$ cat config.mk
export PLATFORM = sky130hd
export DESIGN_NAME = rosc_meas_ctrl
export DESIGN_NICKNAME = d
export VERILOG_FILES = /design/src/rtl/rosc_odo_pkg.sv /design/src/rtl/rosc_edge_sync.sv /design/src/rtl/rosc_meas_ctrl.sv
export SDC_FILE = /design/constraint.sdc
export NUM_CORES = 1
export LEC_CHECK = 0
export ABC_AREA = 1
export BUFFER_PORTS_ARGS = -buffer_cell sky130_fd_sc_hd__buf_2
export CELL_PAD_IN_SITES_DETAIL_PLACEMENT = 2
export CELL_PAD_IN_SITES_GLOBAL_PLACEMENT = 2
export CORE_MARGIN = 4
export CORE_UTILIZATION = 29
export DETAILED_ROUTE_END_ITERATION = 8
export GPL_TIMING_DRIVEN = 0
export PLACE_DENSITY = 0.87
export SLEW_MARGIN = 20
export SYNTH_ARGS = -nofsm -noshare
export SYNTH_HDL_FRONTEND = slang
export SYNTH_SLANG_ARGS = --single-unit
$ cat constraint.sdc
create_clock -name CLK -period 1.6 [get_ports CLK]
set_input_delay 0 -clock CLK [delete_from_list [all_inputs] [get_ports CLK]]
set_output_delay 0 -clock CLK [all_outputs]
set_load 0.02 [all_outputs]
$ cat src/rtl/rosc_odo_pkg.sv
// Shared types and constants for the ring-oscillator odometer measurement block.
// Holds the controller state enum, the default settle time and the ROSC/CLK ratio limit.
package rosc_odo_pkg;

    typedef enum logic [2:0] {
        IDLE,
        SETTLE,
        WINDOW,
        DRAIN,
        REPORT
    } state_t;

    localparam int SETTLE_CYC_DEF = 8;

    // The synchronizer only resolves every edge when the oscillator
    // runs below f_CLK / ROSC_CLK_RATIO_MIN; faster inputs alias silently.
    localparam int ROSC_CLK_RATIO_MIN = 4;

    // Bits needed to hold the value n (at least one).
    function automatic int bits_for(input int n);
        return (n < 2) ? 1 : $clog2(n + 1);
    endfunction

endpackage

$ cat src/rtl/rosc_edge_sync.sv
// Synchronizer plus rising-edge detector for one asynchronous ROSC output.
// Ports: clk, rst (sync, active-high), clr (flush chain), din (async), rise (1-cycle pulse).
module rosc_edge_sync #(
    parameter int STAGES = 2
) (
    input  logic clk,
    input  logic rst,
    input  logic clr,
    input  logic din,
    output logic rise
);

    logic [STAGES-1:0] sync;
    logic              last;

    always_ff @(posedge clk) begin
        if (rst || clr) begin
            sync <= '0;
            last <= 1'b0;
        end else begin
            sync <= {sync[STAGES-2:0], din};
            last <= sync[STAGES-1];
        end
    end

    assign rise = sync[STAGES-1] & ~last;

endmodule

$ cat src/rtl/rosc_meas_ctrl.sv
// Multi-channel ROSC odometer controller: enables one oscillator, settles, counts
// its rising edges over WIN_LEN CLK cycles and reports a saturating COUNT/OVF.
// Ports: CLK, RST (sync, active-high), START, CH_SEL, WIN_LEN, ROSC_IN[NCH] in;
//        EN_VCO[NCH], BUSY, DONE, COUNT, OVF out. STRESS in only with ROSC_STRESS_EN.
// ROSC_STRESS_EN: when defined, STRESS=1 keeps every non-measured channel enabled.
module rosc_meas_ctrl
    import rosc_odo_pkg::*;
#(
    parameter int NCH         = 4,
    parameter int CNT_W       = 16,
    parameter int WIN_W       = 16,
    parameter int SETTLE_CYC  = SETTLE_CYC_DEF,
    parameter int SYNC_STAGES = 2,
    localparam int SEL_W      = (NCH > 1) ? $clog2(NCH) : 1
) (
    input  logic             CLK,
    input  logic             RST,
    input  logic             START,
    input  logic [SEL_W-1:0] CH_SEL,
    input  logic [WIN_W-1:0] WIN_LEN,
    input  logic [NCH-1:0]   ROSC_IN,
`ifdef ROSC_STRESS_EN
    input  logic             STRESS,
`endif
    output logic [NCH-1:0]   EN_VCO,
    output logic             BUSY,
    output logic             DONE,
    output logic [CNT_W-1:0] COUNT,
    output logic             OVF
);

    localparam int PH_MAX = (SETTLE_CYC > SYNC_STAGES) ? SETTLE_CYC : SYNC_STAGES;
    localparam int PH_W   = bits_for(PH_MAX);
    localparam int TMR_W  = (WIN_W > PH_W) ? WIN_W : PH_W;

    state_t           state;
    logic [SEL_W-1:0] sel;
    logic [SEL_W-1:0] sel_in;
    logic [WIN_W-1:0] win;
    logic [TMR_W-1:0] tmr;
    logic [CNT_W-1:0] acc;
    logic             acc_ovf;
    logic [NCH-1:0]   en_vco;
    logic             busy;
    logic             done;
    logic [CNT_W-1:0] count;
    logic             ovf;
    logic             start_ok;
    logic             rise;
    logic             stress_on;

`ifdef ROSC_STRESS_EN
    assign stress_on = STRESS;
`else
    assign stress_on = 1'b0;
`endif

    // Out-of-range selections fall back to channel 0.
    assign sel_in   = (int'(CH_SEL) >= NCH) ? '0 : CH_SEL;
    assign start_ok = START && (state == IDLE);

    // Enable pattern for a given state; under stress every channel
    // other than the measured one stays on, and all are on in IDLE.
    function automatic logic [NCH-1:0] en_mask(
        input state_t           st,
        input logic [SEL_W-1:0] s,
        input logic             strs
    );
        logic [NCH-1:0] oh;
        logic [NCH-1:0] m;
        oh = NCH'(1) << s;
        m  = (st == SETTLE || st == WINDOW || st == DRAIN) ? oh : '0;
        if (strs) begin
            m = (st == IDLE) ? '1 : (m | ~oh);
        end
        return m;
    endfunction

    // Channel mux sits ahead of a single synchronizer, flushed on START
    // so a stale level from the previous channel cannot look like an edge.
    rosc_edge_sync #(
        .STAGES (SYNC_STAGES)
    ) u_sync (
        .clk  (CLK),
        .rst  (RST),
        .clr  (start_ok),
        .din  (ROSC_IN[sel]),
        .rise (rise)
    );

    always_ff @(posedge CLK) begin
        if (RST) begin
            state   <= IDLE;
            sel     <= '0;
            win     <= '0;
            tmr     <= '0;
            acc     <= '0;
            acc_ovf <= 1'b0;
            en_vco  <= '0;
            busy    <= 1'b0;
            done    <= 1'b0;
            count   <= '0;
            ovf     <= 1'b0;
        end else begin
            done   <= 1'b0;
            en_vco <= en_mask(state, sel, stress_on);
            unique case (state)
                IDLE: begin
                    if (START) begin
                        state   <= SETTLE;
                        sel     <= sel_in;
                        win     <= WIN_LEN;
                        tmr     <= TMR_W'(SETTLE_CYC - 1);
                        acc     <= '0;
                        acc_ovf <= 1'b0;
                        busy    <= 1'b1;
                        en_vco  <= en_mask(SETTLE, sel_in, stress_on);
                    end
                end
                SETTLE: begin
                    if (tmr == '0) begin
                        if (win == '0) begin
                            state <= DRAIN;
                            tmr   <= TMR_W'(SYNC_STAGES);
                        end else begin
                            state <= WINDOW;
                            tmr   <= TMR_W'(win - WIN_W'(1));
                        end
                    end else begin
                        tmr <= tmr - TMR_W'(1);
                    end
                end
                WINDOW: begin
                    if (rise) begin
                        if (acc == '1) begin
                            acc_ovf <= 1'b1;
                        end else begin
                            acc <= acc + CNT_W'(1);
                        end
                    end
                    if (tmr == '0) begin
                        state <= DRAIN;
                        tmr   <= TMR_W'(SYNC_STAGES);
                    end else begin
                        tmr <= tmr - TMR_W'(1);
                    end
                end
                DRAIN: begin
                    // Edges still in the synchronizer are discarded.
                    if (tmr == '0) begin
                        state  <= REPORT;
                        done   <= 1'b1;
                        count  <= acc;
                        ovf    <= acc_ovf;
                        en_vco <= en_mask(REPORT, sel, stress_on);
                    end else begin
                        tmr <= tmr - TMR_W'(1);
                    end
                end
                REPORT: begin
                    state  <= IDLE;
                    busy   <= 1'b0;
                    en_vco <= en_mask(IDLE, sel, stress_on);
                end
                default: begin
                    state <= IDLE;
                    busy  <= 1'b0;
                end
            endcase
        end
    end

    assign EN_VCO = en_vco;
    assign BUSY   = busy;
    assign DONE   = done;
    assign COUNT  = count;
    assign OVF    = ovf;

endmodule
# Word-level counts from Yosys, hierarchy flattened
# Index checks and enable logic that the tools add are counted.
dict set report totals {
  register_bits 80
  out_inout_bits 23
  inputBits 25
}
dict set report classes {
  order_cmp 1
  reduce_logical 18
  n_eq_ne 13
  mux 29
  bitwise 4
  n_shift 2
  add_sub_neg 3
}
# operator count
set ops {}
lappend ops {{2-to-1 mux 16 bit} 8}
lappend ops {{case mux 16 bit (4 select lines)} 1}
lappend ops {{logical NOT 16 bit} 2}
lappend ops {{case mux 16 bit (2 select lines)} 1}
lappend ops {{subtractor 16 x 1 -> 16 bit, second input constant} 2}
lappend ops {{adder 16 x 1 -> 16 bit, second input constant} 1}
lappend ops {{== test 16 bit, second input constant} 1}
lappend ops {{2-to-1 mux 3 bit} 4}
lappend ops {{2-to-1 mux 4 bit} 3}
lappend ops {{case mux 3 bit (4 select lines)} 1}
lappend ops {{case mux 4 bit (3 select lines)} 1}
lappend ops {{AND reduction 4 bit} 3}
lappend ops {{inequality test 2 x 1 -> 1 bit, second input constant} 4}
lappend ops {{inequality test 2 bit, second input constant} 4}
lappend ops {{<< shifter 1 x 2 -> 4 bit, first input constant} 2}
lappend ops {{2-to-1 mux 1 bit} 7}
lappend ops {{== test 3 x 2 -> 1 bit, second input constant} 2}
lappend ops {{AND reduction 2 bit} 3}
lappend ops {{case mux 1 bit (2 select lines)} 2}
lappend ops {{nonzero test 4 bit} 1}
lappend ops {{== test 3 x 1 -> 1 bit, second input constant} 1}
lappend ops {{== test 3 bit, second input constant} 1}
lappend ops {{logical NOT 3 bit} 1}
lappend ops {{logical OR 1 bit} 3}
lappend ops {{9 further kinds} 11}

# Longest topological paths before layout
dict set report logic_depth {
  word_depth 6
  depth_mapped 12
  mapped_depth_nobuf 12
}

# Cells and area by module
# A second synthesis with hierarchy kept.
dict set report unflattened {
  hier_cells 621
  hier_area_um2 4275.4
}
# mod cells_per_inst instances area_per_inst_um2
set by_module_without_submodules {}
lappend by_module_without_submodules {rosc_meas_ctrl 608 1 4175.3}
lappend by_module_without_submodules {rosc_edge_sync 13 1 100.1}

# Worst setup path after synthesis
# No wires, ideal clock.
dict set report synth_timing {
  path_kind {reg2reg}
  startpoint {register acc[0]}
  endpoint {register acc[15]}
  required_ns 1.464
  path_buffers 1
  path_slack_ns -0.085
  arrival_time_ns 1.549
  stages_incl_launch_ff 12
  period_less_slack_ns 1.685
  path_cell_list {dfxtp_1 > ha_1 > inv_1 > nor2_4 > nand2_2 > o21ai_4 > nand2_4 > nand2_8 > inv_4 > buf_6 > nand2_1 > a21oi_2}
}
dict set report synth_between {
  elab_chain_cells 4
  word_cells_on_any_way 7
  classes_between {add/sub (1); eq/ne (2); mux (3); reduce/logical (1)}
}
# element line_no
set synth_lines {}
lappend synth_lines {{start, declared} rosc_meas_ctrl.sv:41} ;# logic [CNT_W-1:0] acc;
lappend synth_lines {{start signal, assigned} rosc_meas_ctrl.sv:138} ;# acc <= acc + CNT_W'(1);
lappend synth_lines {{adder 16 x 1 -> 16 bit} rosc_meas_ctrl.sv:138}
lappend synth_lines {{2-to-1 mux 16 bit} rosc_meas_ctrl.sv:135} ;# if (acc == '1) begin
lappend synth_lines {{2-to-1 mux 16 bit} rosc_meas_ctrl.sv:134} ;# if (rise) begin
lappend synth_lines {{case mux 16 bit (2 select lines)} rosc_meas_ctrl.sv:107} ;# unique case (state)
# Several ways; a longest one is shown, not always the timed one. The select of a mux whose other input is x is not followed.
# A chain may end at the register's enable or synchronous reset.

# Worst setup path after layout
dict set report layout_timing {
  startpoint {register win[5]}
  endpoint {register tmr[9]}
}
dict set report layout_between {
  elab_chain_cells 4
  word_cells_on_any_way 5
  classes_between {add/sub (1); mux (3); reduce/logical (1)}
}
# element line_no
set layout_lines {}
lappend layout_lines {{start, declared} rosc_meas_ctrl.sv:39} ;# logic [WIN_W-1:0] win;
lappend layout_lines {{start signal, assigned} rosc_meas_ctrl.sv:95} ;# win <= '0;
lappend layout_lines {{start signal, assigned} rosc_meas_ctrl.sv:112} ;# win <= WIN_LEN;
lappend layout_lines {{subtractor 16 x 1 -> 16 bit / logical NOT 16 bit (equally long branches)} {rosc_meas_ctrl.sv:127, rosc_meas_ctrl.sv:122}}
lappend layout_lines {{2-to-1 mux 16 bit *} rosc_meas_ctrl.sv:122} ;# if (win == '0) begin
lappend layout_lines {{2-to-1 mux 16 bit *} rosc_meas_ctrl.sv:121} ;# if (tmr == '0) begin
lappend layout_lines {{case mux 16 bit (4 select lines) *} rosc_meas_ctrl.sv:107}
lappend layout_lines {{end signal, assigned} rosc_meas_ctrl.sv:124} ;# tmr <= TMR_W'(SYNC_STAGES);
lappend layout_lines {{end signal, assigned} rosc_meas_ctrl.sv:127} ;# tmr <= TMR_W'(win - WIN_W'(1));
lappend layout_lines {{end signal, assigned} rosc_meas_ctrl.sv:130} ;# tmr <= tmr - TMR_W'(1);
lappend layout_lines {{end, declared} rosc_meas_ctrl.sv:40} ;# logic [TMR_W-1:0] tmr;
# Mark *: on every way between the ends. The rest lies on a longest branch, timed or not.

==> results.toml <==
[power_and_ir_drop]
leakage_nw = 3.013
vdd.ir_drop.worst_mv = 1.293
powerDensity_mw_per_mm2 = 2419

[cells_and_area]
nFillCells = 1608
drive_gt1_share_pct = 47.72
area_delta_synth_final_pct = 58.29
finish.net_count = 813
fin_cells = 975
fin_util_pct = 47.52

[placed_design]
gp_congestion = 0.8690
place_inst = 881
io_buffers = 46
hpwl_mm = 12.10
place_ws_ps = -412.2

[global_routing]
grt_max_degree = 14
grt_antenna_before_repair = 1
grt_pass1_vias = 5915
grt_pass1_wl_mm = 35.26
overflow = 0
grt_util_all_layers_pct = 26.48

[timing]
whs_ps = -25.01
max_freq_mhz = 492.2
setup_viol = 61
drv_slew = 0
fin_crit_sh_pct = 127.0
post-route-min-period_ps = 2032
fin_ws_ps = -431.8
clock_skew_ps = 14.44
rsz0062_at_grt = "yes"
tightest_slew_ps = 929.4
relSlewSlack_pct = 38.04
hold_viol = 1

[floorplan]
die_w_um = 131.4
coreArea_mm2 = 0.01470
placementRows = 44
die_h_um = 131.4
die_area_mm2 = 0.01725
io_pins = 48
initial_core_util_pct = 30.02

[logic_synthesis]
synthAdderAreaFrac_pct = 0.8506
synth_top_family_by_area = "simple AND/OR/NAND/NOR gates"
avgSynthCellArea_um2 = 6.779
synth_ff_type = "dfxtp_1"
synth.net_count = 679
synth-simple-area-share_pct = 33.82
synth_compound_area_share_pct = 14.49
synth.top_cells.by_count = "nand2_1, nor2_1, dfxtp_1"
yosysTopAreaCell = "dfxtp_1"
ys_ff_latch = 80
async_flop_share_pct = 0
yosys.area.top_type_share_pct = 36.29
synth_edf_count = 0
yosysMostFrequentCell = "nand2_1"
yosysSeqAreaShare_pct = 36.29
syn_inst = 651
synthMuxAreaShare_pct = 0
synth.area.top_cells = "dfxtp_1, nand2_1, nor2_1"
synth.distinct_cells = 35
synth_xor_area_share_pct = 6.351
synth_area_mm2 = 0.004413
ys_warn_count = 0

[routing]
ant_nets = 0
routedWlPerCell_um = 29.22
remaining_drc_errors = 0
first_iter_violations = 426
routed_via_density = 5.637
via_count = 5496
firstDrtPassIters = 5
wirelength_mm = 28.49

[clock_network]
clockBufferDepth = 2
cts_root_buf = "clkbuf_16"
h-tree-depth = 3
path_clk_slew_ps = 60
cts_buffers = 9
clk_latency_ps = 380
cts_num_sinks = 80
cts_tree = "built"

[hold_path]
hold_class = "in -> reg"

[critical_path]
cpMostUsedCell = "nand2_1"
slowest_stage = "dfxtp_1"
cp.arrival_ps = 2310
cp_cell_sequence = "nor2_1 -> nand2_1 -> nor2_2 -> nand2_1 -> xor2_1 -> nand2_1 -> nand2_2 -> nand2_1 -> a21oi_1"
crit_type = "reg -> reg"
slowest_delay_ps = 390
cp_max_fo = 4
critPathLaunchType = "register"
end_kind = "register"
required_ps = 1880

[job]
drv_cap = 0

[run_status]
violations = "hold timing, setup timing"
outcome = "finished with violations"
-- routing by layer --
metal	GRT usage, %	up-vias	wire length (um)
met4	12.14	0	1672
met2	49.97	256	14770
li1	-	2347	-
met5	0	-	0
met1	28.54	2784	10790
met3	5.008	109	1257
-- sequential cells by signal (all words and copies together) (netlist names), 2 cells and up --
| name | flops |
|---|---|
| sel | 2 |
| u_sync.sync | 2 |
| state | 3 |
| acc | 16 |
| EN_VCO | 4 |
| win | 16 |
| tmr | 16 |
| COUNT | 16 |
-- metrics by stage --
step	instance area [um2]	setup TNS [ps]	power, mW	hold WS (ps)
3_5_place_dp	4878	-19550	8.641	302.9
2_1_floorplan	4418	0	6.981	164.4
4_1_cts	6048	-278.2	13.38	7.972
5_1_grt	6985	-12760	17.46	9.661
3_3_place_gp	4878	-14070	8.269	282.5
6_report	6985	-11020	16.90	-25.01
-- worst max-delay path: cells and delay by family, from the launching register on --
family           cells  cell delay [ps]
flip-flops           1              390
AO/OA/AOI/OAI        1              140
AND/OR/NAND/NOR      7             1100
XOR/XNOR             1              310
-- area by class of cell --
type / count / area [um2] / share of cell area (%)
Multi-Input combinational cell: 487 / 3373 / 48.29
Sequential cell: 80 / 1665 / 23.84
Timing Repair Buffer: 124 / 980.9 / 14.04
Inverter: 64 / 257.7 / 3.690
Clock buffer: 11 / 252.7 / 3.618
Tap cell: 184 / 230.2 / 3.296
Buffer: 19 / 167.7 / 2.400
Clock inverter: 5 / 55.05 / 0.7881
Antenna cell: 1 / 2.502 / 0.03582
-- kinds of logic after synthesis --
| logic type | after synthesis |
|---|---|
| xor gates and xnor gates | 32 |
| buffers and inverters | 84 |
| AOI/OAI and AO/OA | 114 |
| adders and majority gates | 3 |
| DFF | 80 |
| and+or+nand+nor | 338 |
-- cell usage in the layout, fill, tap and decap left out, types with 3 or more instances in the layout --
master / instances
a21oi_2: 25
xor2_1: 21
o21ai_1: 15
nand3_1: 28
buf_8: 5
nand2_8: 4
clkbuf_1: 8
nand2_4: 23
o31ai_4: 4
nand4_1: 5
dlygate4sd3_1: 17
dfxtp_2: 18
o21ai_4: 3
o21ai_0: 15
nand2_2: 30
ha_4: 3
nand3_4: 8
xnor2_1: 8
nor2_1: 61
inv_2: 14
inv_1: 46
nor2_2: 29
nand3_2: 8
buf_12: 6
dfxtp_4: 11
clkbuf_16: 9
buf_6: 8
buf_4: 49
dfxtp_1: 51
buf_2: 47
o21ai_2: 20
nor2_4: 33
nand2_1: 105
a21oi_1: 26
-- report_power, final --
part	switching, mW	leakage (nW)	internal [mW]	total [mW]
clock	1.03	0.148	1.29	2.33
combinational	7.18	2.20	4.27	11.5
sequential	0.645	0.668	2.47	3.11
total	8.86	3.01	8.03	16.9
-- repair_timing --
action,in CTS,in global routing
gates cloned,2,0
setup endpoints to repair,80,73
pin swaps,35,53
hold buffers,17,0
gates resized for setup,124,226
endpoints found under the hold margin,15,0
buffers inserted,34,27
-- final timing paths --
path | startpoint | end | slack [ps] | cells past startpoint
setup / recovery | win[5]$_SDFFE_PP0P_ | tmr[9]$_SDFFE_PP0P_ | -430 | 9
hold / removal | WIN_LEN[4] | win[4]$_SDFFE_PP0P_ | -30 | 3
setup reg to reg | win[5]$_SDFFE_PP0P_ | tmr[9]$_SDFFE_PP0P_ | -430 | 9
hold reg to reg | u_sync.sync[0]$_SDFF_PP0_ | u_sync.sync[1]$_SDFF_PP0_ | 470 | 2
Note: power is estimated with default switching activity, not from simulation.
